[src/rtl/quad_decoder_if.sv]
// Bundle of the encoder-facing and user-facing signals of the quadrature decoder.
// The master side is whatever drives the pins and user controls; the slave side
// is the decoder itself.
interface quad_decoder_if #(
   parameter int unsigned WIDTH = 8
);
   logic             in_a;
   logic             in_b;
   logic [1:0]       mode;
   logic             load_en;
   logic [WIDTH-1:0] load_val;
   logic             clr_err;
   logic [WIDTH-1:0] count;
   logic             step;
   logic             dir;
   logic             err;
   logic             a_db;
   logic             b_db;

   modport master (
      output in_a, in_b, mode, load_en, load_val, clr_err,
      input  count, step, dir, err, a_db, b_db
   );

   modport slave (
      input  in_a, in_b, mode, load_en, load_val, clr_err,
      output count, step, dir, err, a_db, b_db
   );
endinterface

[src/rtl/quad_decoder.sv]
// Quadrature decoder: synchronises and debounces the A/B pins, decodes them in
// x1/x2/x4 mode and drives a wrapping or saturating position counter with
// step strobe, direction flag, sticky illegal-transition error and preset load.
// Pin pairs are carried as {A,B} two-bit vectors throughout.
module quad_decoder #(
   parameter int unsigned      WIDTH     = 8,
   parameter logic [WIDTH-1:0] MAX_COUNT = {WIDTH{1'b1}},
   parameter int unsigned      DB_CYCLES = 16,
   parameter bit               SATURATE  = 1'b0
) (
   input logic           clk,
   input logic           rstn,
   quad_decoder_if.slave bus
);

   localparam int unsigned    DBW      = $clog2(DB_CYCLES + 1);
   localparam logic [DBW-1:0] DB_LIMIT = DBW'(DB_CYCLES);

   // Three priming cycles after reset, then normal running
   typedef enum logic [1:0] {PRIME0, PRIME1, PRIME2, RUN} phase_t;

   phase_t                 phase_q, phase_d;
   logic [1:0]             sync1_q, sync2_q;
   logic [1:0]             filt_q, filt_d;
   logic [1:0]             prev_q, prev_d;
   logic [1:0][DBW-1:0]    dbCnt_q, dbCnt_d;
   logic [WIDTH-1:0]       count_q, count_d;
   logic                   step_q, step_d;
   logic                   dir_q, dir_d;
   logic                   err_q, err_d;

   logic                   aEdge, bEdge, illegal, moveUp, selected;
   logic [WIDTH-1:0]       countUp, countDown;

   assign aEdge   = filt_q[1] ^ prev_q[1];
   assign bEdge   = filt_q[0] ^ prev_q[0];
   assign illegal = aEdge & bEdge;
   // After an A edge the move is up when A differs from B; after a B edge it is up when they match
   assign moveUp  = aEdge ? (filt_q[1] ^ filt_q[0]) : ~(filt_q[1] ^ filt_q[0]);

   assign countUp   = (count_q == MAX_COUNT) ? (SATURATE ? MAX_COUNT : '0) : count_q + 1'b1;
   assign countDown = (count_q == '0) ? (SATURATE ? '0 : MAX_COUNT) : count_q - 1'b1;

   // Decide whether the current filtered transition is one the selected mode counts
   always_comb begin
      selected = 1'b0;
      if (!illegal) begin
         case (bus.mode)
            2'b11:   selected = aEdge | bEdge;
            2'b10:   selected = aEdge;
            default: selected = aEdge & filt_q[1];
         endcase
      end
   end

   // Next-state logic: priming, per-pin debounce, transition counting, load and error
   always_comb begin
      phase_d = phase_q;
      filt_d  = filt_q;
      prev_d  = filt_q;
      dbCnt_d = dbCnt_q;
      count_d = count_q;
      step_d  = 1'b0;
      dir_d   = dir_q;
      err_d   = err_q & ~bus.clr_err;

      if (phase_q != RUN) begin
         filt_d  = sync2_q;
         prev_d  = sync2_q;
         dbCnt_d = '0;
         case (phase_q)
            PRIME0:  phase_d = PRIME1;
            PRIME1:  phase_d = PRIME2;
            default: phase_d = RUN;
         endcase
      end else begin
         for (int i = 0; i < 2; i++) begin
            if (sync2_q[i] == filt_q[i]) begin
               dbCnt_d[i] = '0;
            end else if (dbCnt_q[i] == DB_LIMIT) begin
               filt_d[i]  = sync2_q[i];
               dbCnt_d[i] = '0;
            end else begin
               dbCnt_d[i] = dbCnt_q[i] + 1'b1;
            end
         end

         if (illegal) begin
            err_d = 1'b1;
         end else if (selected && !bus.load_en) begin
            step_d  = 1'b1;
            dir_d   = moveUp;
            count_d = moveUp ? countUp : countDown;
         end
      end

      if (bus.load_en) begin
         count_d = (bus.load_val > MAX_COUNT) ? MAX_COUNT : bus.load_val;
      end
   end

   // State registers with asynchronous active-low reset
   always_ff @(posedge clk or negedge rstn) begin
      if (!rstn) begin
         phase_q <= PRIME0;
         sync1_q <= '0;
         sync2_q <= '0;
         filt_q  <= '0;
         prev_q  <= '0;
         dbCnt_q <= '0;
         count_q <= '0;
         step_q  <= 1'b0;
         dir_q   <= 1'b1;
         err_q   <= 1'b0;
      end else begin
         phase_q <= phase_d;
         sync1_q <= {bus.in_a, bus.in_b};
         sync2_q <= sync1_q;
         filt_q  <= filt_d;
         prev_q  <= prev_d;
         dbCnt_q <= dbCnt_d;
         count_q <= count_d;
         step_q  <= step_d;
         dir_q   <= dir_d;
         err_q   <= err_d;
      end
   end

   assign bus.count = count_q;
   assign bus.step  = step_q;
   assign bus.dir   = dir_q;
   assign bus.err   = err_q;
   assign bus.a_db  = filt_q[1];
   assign bus.b_db  = filt_q[0];

endmodule

[src/flat_wrapper.sv]
// flat-port wrapper written by rule: the top's interface ports become plain ports
module quad_decoder_flat 
#(
   parameter int unsigned      WIDTH     = 8,
   parameter logic [WIDTH-1:0] MAX_COUNT = {WIDTH{1'b1}},
   parameter int unsigned      DB_CYCLES = 16,
   parameter bit               SATURATE  = 1'b0
)
  (clk, rstn, bus_in_a, bus_in_b, bus_mode, bus_load_en, bus_load_val, bus_clr_err, bus_count, bus_step, bus_dir, bus_err, bus_a_db, bus_b_db);
  quad_decoder_if #(.WIDTH(WIDTH)) bus_i ();
  input logic clk;
  input logic rstn;
  input wire logic [$bits(bus_i.in_a)-1:0] bus_in_a;
  input wire logic [$bits(bus_i.in_b)-1:0] bus_in_b;
  input wire logic [$bits(bus_i.mode)-1:0] bus_mode;
  input wire logic [$bits(bus_i.load_en)-1:0] bus_load_en;
  input wire logic [$bits(bus_i.load_val)-1:0] bus_load_val;
  input wire logic [$bits(bus_i.clr_err)-1:0] bus_clr_err;
  output wire logic [$bits(bus_i.count)-1:0] bus_count;
  output wire logic [$bits(bus_i.step)-1:0] bus_step;
  output wire logic [$bits(bus_i.dir)-1:0] bus_dir;
  output wire logic [$bits(bus_i.err)-1:0] bus_err;
  output wire logic [$bits(bus_i.a_db)-1:0] bus_a_db;
  output wire logic [$bits(bus_i.b_db)-1:0] bus_b_db;
  assign bus_i.in_a = bus_in_a;
  assign bus_i.in_b = bus_in_b;
  assign bus_i.mode = bus_mode;
  assign bus_i.load_en = bus_load_en;
  assign bus_i.load_val = bus_load_val;
  assign bus_i.clr_err = bus_clr_err;
  assign bus_count = bus_i.count;
  assign bus_step = bus_i.step;
  assign bus_dir = bus_i.dir;
  assign bus_err = bus_i.err;
  assign bus_a_db = bus_i.a_db;
  assign bus_b_db = bus_i.b_db;
  quad_decoder #(.WIDTH(WIDTH), .MAX_COUNT(MAX_COUNT), .DB_CYCLES(DB_CYCLES), .SATURATE(SATURATE)) u_core (.clk(clk), .rstn(rstn), .bus(bus_i));
endmodule
[config.mk]
export PLATFORM = sky130hd
export DESIGN_NAME = quad_decoder_flat
export DESIGN_NICKNAME = d
export VERILOG_FILES = /design/src/rtl/quad_decoder_if.sv /design/src/rtl/quad_decoder.sv /design/src/flat_wrapper.sv
export SDC_FILE = /design/constraint.sdc
export NUM_CORES = 1
export LEC_CHECK = 0
export CAP_MARGIN = 20
export CORE_ASPECT_RATIO = 0.7
export CORE_MARGIN = 2
export CORE_UTILIZATION = 55
export CTS_BUF_LIST = sky130_fd_sc_hd__clkbuf_4 sky130_fd_sc_hd__clkbuf_8
export DETAILED_ROUTE_END_ITERATION = 7
export HOLD_SLACK_MARGIN = 0.12
export PLACE_DENSITY_LB_ADDON = 0.2
export SLEW_MARGIN = 20
export SYNTH_ARGS = -nofsm -noshare
export SYNTH_HDL_FRONTEND = slang
export SYNTH_SLANG_ARGS = --single-unit
[constraint.sdc]
create_clock -name clk -period 2.15 [get_ports clk]
set_input_delay 0.43 -clock clk [delete_from_list [all_inputs] [get_ports clk]]
set_output_delay 0.43 -clock clk [all_outputs]
set_load 0.05 [all_outputs]
==> Word level (Yosys, flattened, before mapping) <==
Cells that the tools add are included.
{ "classes": {"n_mux": 28, "eq_ne": 13, "magnitude_cmp": 1, "n_reduce_logical": 11, "addsub": 4, "n_bitwise": 11} }
{ "op_table": {"columns": ["operator", "count"], "rows": [
  ["8-bit two-way mux", 8],
  ["5-bit two-way mux", 4],
  ["1-bit two-way mux", 11],
  ["5-bit by 1-bit adder with 5-bit output, second input constant", 2],
  ["5-bit equality test, second input constant", 2],
  ["10-bit two-way mux", 1],
  ["8-bit by 1-bit adder with 8-bit output, second input constant", 1],
  ["8-bit equality test, second input constant", 1],
  ["8-bit greater-than comparator, second input constant", 1],
  ["8-bit zero test", 1],
  ["8-bit by 1-bit subtractor with 8-bit output, second input constant", 1],
  ["2-bit != test, second input constant", 3],
  ["3-bit AND reduction", 2],
  ["2-bit nonzero test", 3],
  ["2-bit equality test, second input constant", 2],
  ["2-bit two-way mux", 2],
  ["2-bit by 1-bit != test with 1-bit output, second input constant", 2],
  ["1-bit NOT", 4],
  ["2-bit case mux with 2 select lines", 1],
  ["2-bit AND reduction", 2],
  ["1-bit bitwise AND", 3],
  ["1-bit XOR", 3],
  ["1-bit equality test", 2],
  ["2-bit by 1-bit equality test with 1-bit output, second input constant", 1],
  ["other kinds (5)", 5]
]} }
{ "totals": {"regBits": 31, "elab_cells": 80, "inputBits": 16, "output_inout_bits": 13} }

==> Depth between registers and ports, before layout <==
Gate-level depths: netlist (run 1).
{ "logic_depth": {"depth_word": 9, "mapped_depth": 7, "ltp_nobuf": 7} }

==> Least setup slack after synthesis (run 1) <==
Ideal clock, no wire load.
{ "synth_timing": {"kind": "reg-to-reg", "startpoint": "register u_core.filt_q[1]", "endpoint": "register u_core.count_q[6], in the netlist u_core.bus.count[6]", "path_slack_ns": 0.008, "period_less_slack_ns": 2.142, "path_stages_with_launch": 7, "t_arrival_ns": 2.004, "cell_sequence": "dfrtp_1 ha_1 xor3_2 a21oi_2 nand2_1 a311oi_1 a211oi_1"} }
{ "synth_between": {"elab_chain_len": 8, "word_cells_on_any_way": 18, "cone_classes": "eq/ne: 1; mux: 8; bitwise: 6; reduce/logical: 3"} }
{ "synth_lines": {"columns": ["element", "line_no", "rtl"], "rows": [
  ["start, declared", "quad_decoder.sv:24", "logic [1:0] filt_q, filt_d;"],
  ["start signal, assigned", "quad_decoder.sv:119", "filt_q <= filt_d;"],
  ["1-bit XOR", "quad_decoder.sv:39", "assign moveUp = aEdge ? (filt_q[1] ^ filt_q[0]) : ~(filt_q[1] ^ filt_q[0]);"],
  ["1-bit NOT", "quad_decoder.sv:39", null],
  ["1-bit two-way mux", "quad_decoder.sv:39", null],
  ["8-bit two-way mux", "quad_decoder.sv:93", "count_d = moveUp ? countUp : countDown;"],
  ["8-bit two-way mux", "quad_decoder.sv:90", "end else if (selected && !bus.load_en) begin"],
  ["8-bit two-way mux", "quad_decoder.sv:88", "if (illegal) begin"],
  ["8-bit two-way mux", "quad_decoder.sv:67", "if (phase_q != RUN) begin"],
  ["8-bit two-way mux", "quad_decoder.sv:97", "if (bus.load_en) begin"],
  ["end signal, assigned", "quad_decoder.sv:122", "count_q <= count_d;"],
  ["end, declared", "quad_decoder.sv:27", "logic [WIDTH-1:0] count_q, count_d;"]
]} }
Several ways; a longest one is shown, not always the timed one. The select of a mux whose other input is x is not followed.
A chain may end at the register's enable or synchronous reset.

==> Worst setup path after layout (run 1) <==
{ "layout_timing": {"startpoint": "register u_core.count_q[7], in the netlist u_core.bus.count[7]", "endpoint": "output port bus_count[7]"} }
{ "layout_lines": {"columns": ["element", "line_no", "rtl"], "rows": [
  ["end, declared", "flat_wrapper.sv:19", "output wire logic [$bits(bus_i.count)-1:0] bus_count;"]
]} }
No word-level cell between the ends.

==> metrics.md, run 1 <==
| Metric | Value |
|---|---|
| Placed Cells | 249 |
| Sw frac | 0.372 |
| Layout area overhead | 24.6% |
| Drt wl/cell | 16.1 µm |
| Antenna Cells | 0 |
| RSZ-0062 raised after global routing | no |
| Max-Cap Viols | 0 |
| Initial antenna violation count | 0 |
| Post-synth EDFFs | 0 |
| Inserted Clock Buffers | 5 |
| Share of power burned in registers | 0.390 |
| Syn_area_per_cell | 10.2 µm² |
| Max Slew Vio Count | 0 |
| DP Area | 2190 µm² |
| Post-Route WL | 4120 µm |
| Initial DRC Count | 167 |
| Row cnt | 17 |
| Worst path slowest cell | clkdlybuf4s50_1 |
| Crit-path max FO | 7 |
| R2R depth | 6 |
| Cell Count, Final, Fillers Out | 256 |
| Hold violation count in the final report | 0 |
| Yosys reg bits | 31 |
| Tightest Hold Check Type | reg2reg |
| WS Path Type | reg2out |
| Most frequent cell after synthesis | dfrtp_1 |
| Leak Pwr | 1.00 nW |
| Clock skew | 0.00254 ns |
| Pwr Density | 825 nW/µm² |
| # setup viols final | 0 |
| Boundary Pins | 29 |
| TritonCTS clock tree | built |
| Critical path cell sequence | clkdlybuf4s50_1 |
| Leading area contributor after synthesis | dfrtp_1 |
| Global-route wire length before repair | 6740 µm |
| Register area share after synthesis | 0.422 |
| DRC viols | 0 |
| Clock Latency Late Sink | 0.27 ns |
| RePlAce Congestion | 0.964 |
| Vias | 1,531 |
| Clk pwr share | 0.236 |
| Worst Path Arrival | 1.63 ns |
| Tmin final | 2.06 ns |
| Comb pwr share | 0.375 |
| Critical path depth | 1 |
| Reg2reg start | u_core.filt_q[1]$_DFFE_PN0P_ |
| WP buf/inv | 1 |
| Synth top cells by count | dfrtp_1 (30), nor2_1 (18), nand2_1 (16), inv_1 (12), ha_1 (8) |
| Share of post-route cells with drive strength above 1 | 0.188 |
| Post-Route Utilization | 0.724 |
| CORE AREA | 3170 µm² |
| Top layer in use | met4 |
| Clock Sinks | 31 |
| Vias per cell | 5.98 |
| Total GRT Usage | 0.237 |
| Worst vdd ir | 0.000650 V |
| Die H | 52.4 µm |
| Synthesized area | 1840 µm² |
| DRT met1 WL | 1810 µm |
| Port bufs | 28 |
| Clk pin slew, worst setup/hold paths | 0.06 ns |
| Crit path from | u_core.bus.count[7]$_DFFE_PN0P_ |
| Slew @ Worst Pin | 0.506 ns |
| Max_slew headroom | 0.662 |
| Cell family with most CP delay | buffers and inverters |
| Fin crit share | 0.958 |
| Die W | 73.2 µm |
| Status | finished, final reports clean |
| Post-layout nets | 242 |
| Metal3 WL | 424 µm |
| Post-synth top area share | 0.408 |
| # fillers | 219 |
| CP endpoint | bus_count[7] |
| Initial core utilization | 0.581 |
| Sw Pwr | 0.000705 W |
| Worst R2R Setup Slack | 0.10 ns |
| Hpwl dp | 3170 µm |
| Yosys cell types | 54 |
| Crit Reg-Reg Endpoint | u_core.bus.count[6]$_DFFE_PN0P_ |
| Yosys warning total | 0 |
| FFs w/ async S/R, synth | 1.00 |
| Grt total ovfl | 0 |
| Clock tree buffer depth | 2 |
| CP peak stage delay | 0.86 ns |
| Top post-synthesis cells by area | dfrtp_1 (41%), ha_1 (5.4%), nor2_1 (3.7%) |
| Setup Total Neg Slack | 0 ns |
| Antenna Nets Post-Route | 0 |
| Crit. End Element | output port |
| Maximum clock frequency | 0.485 GHz |
| Die area | 3830 µm² |
| Met2 wire len | 1830 µm |
| Design Area, Final | 2290 µm² |
| Int Pwr | 0.00119 W |
| DRT Pass-1 Iters | 4 |
| Req. time, crit path | 1.72 ns |
| CP Launch Type | flip-flop |
| Dominant synthesized flop cell | dfrtp_1 |
| CTS root buffer | clkbuf_8 |
| Largest net degree at the start of global routing | 32 |
| Mapped Cells | 180 |
| H-tree levels | 2 |
| Syn Nets | 204 |
| Vias in the first global route | 1,421 |
-- kinds of logic (layout without fill, tap and decap cells) --
family                   count (synthesis)  count (layout)  share of synthesized area
AO/OA/AOI/OAI                           36              36                      0.154
XOR/XNOR                                14              14                     0.0870
adder cells (fa/ha/maj)                  8               8                     0.0543
buffers and inverters                   18              56                     0.0435
flip-flops                              31              31                      0.422
multiplexers                             8               8                     0.0469
AND/OR/NAND/NOR                         65              65                      0.193
-- per-layer routing --
metal | up-vias | track usage
met5 | - | 0
met4 | 0 | 0.0617
met3 | 8 | 0.0865
met2 | 78 | 0.348
met1 | 733 | 0.329
li1 | 712 | -
-- state kept, by name, summed over array words and instances, names as in the netlist --
signal / flops
u_core.bus.count: 8
u_core.sync1_q: 2
u_core.sync2_q: 2
u_core.bus.step: 1
u_core.bus.err: 1
u_core.bus.dir: 1
u_core.prev_q: 2
u_core.filt_q: 2
u_core.phase_q: 2
u_core.dbCnt_q: 10
-- layout by cell type (no fill, tap or decap), types with 3 or more instances in the layout --
cell type	netlist	final
nand2b_1	4	4
clkdlybuf4s50_1	0	22
inv_1	12	12
nand2_1	16	16
ha_1	8	8
mux2i_1	3	3
buf_4	0	14
nor2_1	18	18
o21ai_0	7	7
a21oi_1	4	4
nand3_1	7	7
xor2_1	5	5
dfrtp_1	30	30
clkbuf_8	0	6
mux2_2	5	5
xnor2_1	6	6
-- metrics by stage --
step	hold WS [ns]	total power [W]	setup WS, ns
6_report	0.367	0.00189	0.0901
5_1_grt	0.382	0.00200	0.0222
4_1_cts	0.373	0.00190	0.0564
3_5_place_dp	0.353	0.00144	0.117
3_3_place_gp	0.333	0.00142	0.166
2_1_floorplan	0.134	0.00120	0.00822
-- layout make-up --
class                   instances  area [µm²]  share of cell area
clock buffers                   6        82.6              0.0360
clock inverters                 1        5.00             0.00218
inverters                      12        45.0              0.0196
multi-input cells             131        1000               0.436
flip-flops and latches         31         777               0.339
well taps                      38        47.5              0.0207
repair buffers                 37         338               0.147
-- power by group through the flow --
stage | combinational, W | sequential (W) | clock (W)
after detailed placement | 0.000693 | 0.000744 | 0
final | 0.000709 | 0.000738 | 0.000446
after floorplan | 0.000318 | 0.000881 | 0
after global placement | 0.000681 | 0.000738 | 0
after CTS | 0.000696 | 0.000734 | 0.000465
after global routing | 0.000764 | 0.000745 | 0.000489
-- timing repair --
item / 4_1_cts / 5_1_grt
setup endpoints to repair: 0 / 2
hold buffers: 0 / 0
gates resized for setup: 0 / 4
setup buffers: 0 / 0
-- how the worst min path moves through the flow --
| stage | startpoint | endpoint | slack [ns] | cells past startpoint |
|---|---|---|---|---|
| 2_1_floorplan | rstn | u_core.bus.count[0]$_DFFE_PN0P_ | 0.13 | 0 |
| 3_3_place_gp | u_core.sync1_q[0]$_DFF_PN0_ | u_core.sync2_q[0]$_DFF_PN0_ | 0.33 | 0 |
| 3_5_place_dp | u_core.sync1_q[1]$_DFF_PN0_ | u_core.sync2_q[1]$_DFF_PN0_ | 0.35 | 0 |
| 4_1_cts | u_core.sync1_q[1]$_DFF_PN0_ | u_core.sync2_q[1]$_DFF_PN0_ | 0.37 | 0 |
| 5_1_grt | u_core.sync1_q[0]$_DFF_PN0_ | u_core.sync2_q[0]$_DFF_PN0_ | 0.38 | 0 |
| 6_report | u_core.sync1_q[1]$_DFF_PN0_ | u_core.sync2_q[1]$_DFF_PN0_ | 0.37 | 0 |
Power figures use the tool's default switching activity.
==> inputs of run 2 (changes only) <==
--- a/config.mk
+++ b/config.mk
@@ -12,8 +12,8 @@
 export CTS_BUF_LIST = sky130_fd_sc_hd__clkbuf_4 sky130_fd_sc_hd__clkbuf_8
 export DETAILED_ROUTE_END_ITERATION = 7
 export HOLD_SLACK_MARGIN = 0.12
-export PLACE_DENSITY_LB_ADDON = 0.2
-export SLEW_MARGIN = 20
+export PLACE_DENSITY = 0.85
+export SLEW_MARGIN = 0
 export SYNTH_ARGS = -nofsm -noshare
 export SYNTH_HDL_FRONTEND = slang
 export SYNTH_SLANG_ARGS = --single-unit
==> run 2 against run 1 <==
  * Clock skew grew 0.0046 ns
  * Critical path depth is the same
  * Combinational power shrank 10%
  * Wire length grew 0.97%
  * Worst setup slack lost 0.034 ns
  * Via count shrank 2.9%
  * Power grew 5.7%
  * Non-clock buffer count shrank 5
  * Highest routed layer unchanged
  * Hold slack lost 0.017 ns
  * Sequential power grew 5.1%
  * Clock power grew 32%
  * Core utilization shrank 0.63 points
==> metrics.md, run 2 (synthesized netlist as in run 1, its figures left out) <==
| Metric | Value |
|---|---|
| Worst vdd ir | 0.000742 V |
| Req. time, crit path | 1.72 ns |
| Antenna Nets Post-Route | 0 |
| Clock Sinks | 31 |
| Largest net degree at the start of global routing | 32 |
| Die H | 52.4 µm |
| Hold path depth | 0 |
| Clock tree buffer depth | 2 |
| Post-Route Utilization | 0.718 |
| Worst path slowest cell | clkdlybuf4s50_1 |
| Pwr Total | 0.00200 W |
| Most common library cell in the layout ignoring fill and taps | dfrtp_1 |
| Drt wl/cell | 16.5 µm |
| Vias per cell | 5.90 |
| Inserted Clock Buffers | 5 |
| Max Slew Vio Count | 0 |
| Clock skew | 0.00717 ns |
| Comb pwr share | 0.319 |
| Boundary Pins | 29 |
| Vias in the first global route | 1,451 |
| WP buf/inv | 1 |
| Top layer in use | met4 |
| Post-Route WL | 4160 µm |
| H-tree levels | 2 |
| Worst R2R Setup Slack | 0.15 ns |
| Grt total ovfl | 0 |
| CTS root buffer | clkbuf_8 |
| Total GRT Usage | 0.254 |
| Share of power burned in registers | 0.388 |
| Sw Pwr | 0.000718 W |
| Crit-path max FO | 7 |
| Clk pwr share | 0.293 |
| Clock Latency Late Sink | 0.29 ns |
| CP Launch Type | flip-flop |
| Hold violation count in the final report | 0 |
| Global-route wire length before repair | 7090 µm |
| Pwr Density | 880 nW/µm² |
| Sw frac | 0.359 |
| Leak Pwr | 0.996 nW |
| Crit. End Element | output port |
| Worst hold start | u_core.sync1_q[1]$_DFF_PN0_ |
| RSZ-0062 raised after global routing | no |
| # setup viols final | 0 |
| CORE AREA | 3170 µm² |
| WHS Endpoint | u_core.sync2_q[1]$_DFF_PN0_ |
| Tightest Hold Check Type | reg2reg |
| Crit Reg-Reg Endpoint | u_core.bus.count[6]$_DFFE_PN0P_ |
| Critical path cell sequence | clkdlybuf4s50_1 |
| Die area | 3830 µm² |
| Share of post-route cells with drive strength above 1 | 0.168 |
| Hpwl dp | 2990 µm |
| Metal3 WL | 409 µm |
| Antenna Cells | 0 |
| Row cnt | 17 |
| DRC viols | 0 |
| Port bufs | 28 |
| Met2 wire len | 1830 µm |
| RePlAce Congestion | 0.973 |
| Worst Path Arrival | 1.66 ns |
| Tmin final | 2.09 ns |
| Reg2reg start | u_core.filt_q[1]$_DFFE_PN0P_ |
| Max-Cap Viols | 0 |
| Layout area overhead | 23.5% |
| Commonest cells after routing, fill and taps aside | dfrtp_1 (30), clkdlybuf4s50_1 (21), nor2_1 (18) |
| Setup Total Neg Slack | 0 ns |
| Initial antenna violation count | 0 |
| Largest register FFs | 10 |
| Initial DRC Count | 156 |
| Clk pin slew, worst setup/hold paths | 0.07 ns |
| TritonCTS clock tree | built |
| Initial core utilization | 0.581 |
| Maximum clock frequency | 0.478 GHz |
| CP peak stage delay | 0.87 ns |
| DP Area | 2150 µm² |
| Biggest register | u_core.dbCnt_q |
| Design Area, Final | 2270 µm² |
| Post-layout nets | 237 |
| DRT Pass-1 Iters | 4 |
| Int Pwr | 0.00128 W |
| R2R depth | 6 |
| Slew @ Worst Pin | 0.527 ns |
| Max_slew headroom | 0.648 |
| Status | finished, final reports clean |
| DRT met1 WL | 1840 µm |
| Fin crit share | 0.974 |
| Vias | 1,487 |
| Crit path from | u_core.bus.count[7]$_DFFE_PN0P_ |
| Cell family with most CP delay | buffers and inverters |
| Post-CTS setup buffers | 0 |
| WS Path Type | reg2out |
| Die W | 73.2 µm |
run 2: changes by cell type in the layout (fill, tap and decap cells not counted), sizes merged:
cell	change
buf	-5
bufinv	+1
clkdlybuf4s50	-1
dlymetal6s2s	+1
run 2: worst max-delay path by stage:
| stage | cells after the start | end | slack (ns) |
|---|---|---|---|
| after floorplan | 6 | u_core.bus.count[6]$_DFFE_PN0P_ | 0.008 |
| after global placement | 6 | u_core.bus.count[7]$_DFFE_PN0P_ | 0.20 |
| after detailed placement | 6 | u_core.bus.count[7]$_DFFE_PN0P_ | 0.13 |
| after CTS | 1 | bus_count[0] | 0.03 |
| after global routing | 7 | u_core.bus.count[6]$_DFFE_PN0P_ | 0.02 |
| final | 1 | bus_count[7] | 0.06 |
run 2: stage by stage:
stage	instances	hold WS, ns	setup WS (ns)
global placement	244	0.334	0.200
floorplan	180	0.134	0.00822
detailed placement	244	0.340	0.128
CTS	252	0.354	0.0315
global route	252	0.352	0.0235
finish	252	0.350	0.0561
run 2: final cells by class:
class / instances / area, µm²
multi-input combinational: 131 / 985
tap: 38 / 47.5
clock inverter: 2 / 35.0
clock buffer: 6 / 82.6
sequential: 31 / 777
inverter: 12 / 45.0
timing repair buffer: 32 / 303
fill: 220 / 895
run 2: power groups by stage:
stage          clock [W]  combinational (W)  sequential (W)
2_1_floorplan          0           0.000318        0.000881
3_3_place_gp           0           0.000615        0.000776
3_5_place_dp           0           0.000631        0.000781
4_1_cts         0.000604           0.000635        0.000771
5_1_grt         0.000641           0.000683        0.000787
6_report        0.000587           0.000638        0.000776
run 2: metal layers:
| layer | track usage | up-vias |
|---|---|---|
| li1 | - | 701 |
| met1 | 0.359 | 700 |
| met2 | 0.356 | 78 |
| met3 | 0.0692 | 8 |
| met4 | 0.127 | 0 |
| met5 | 0 | - |
run 2: worst reg2reg max path: cells and delay by family (launching register included):
family / cells / cell delay (ns)
flip-flops: 1 / 0.38
AND/OR/NAND/NOR: 2 / 0.20
AO/OA/AOI/OAI: 2 / 0.42
adder cells (fa/ha/maj): 1 / 0.39
XOR/XNOR: 1 / 0.51
run 2: timing repair:
| action | in CTS | in global routing |
|---|---|---|
| setup endpoints to repair | 0 | 2 |
| resized for setup | 0 | 2 |
| hold buffers | 0 | 0 |
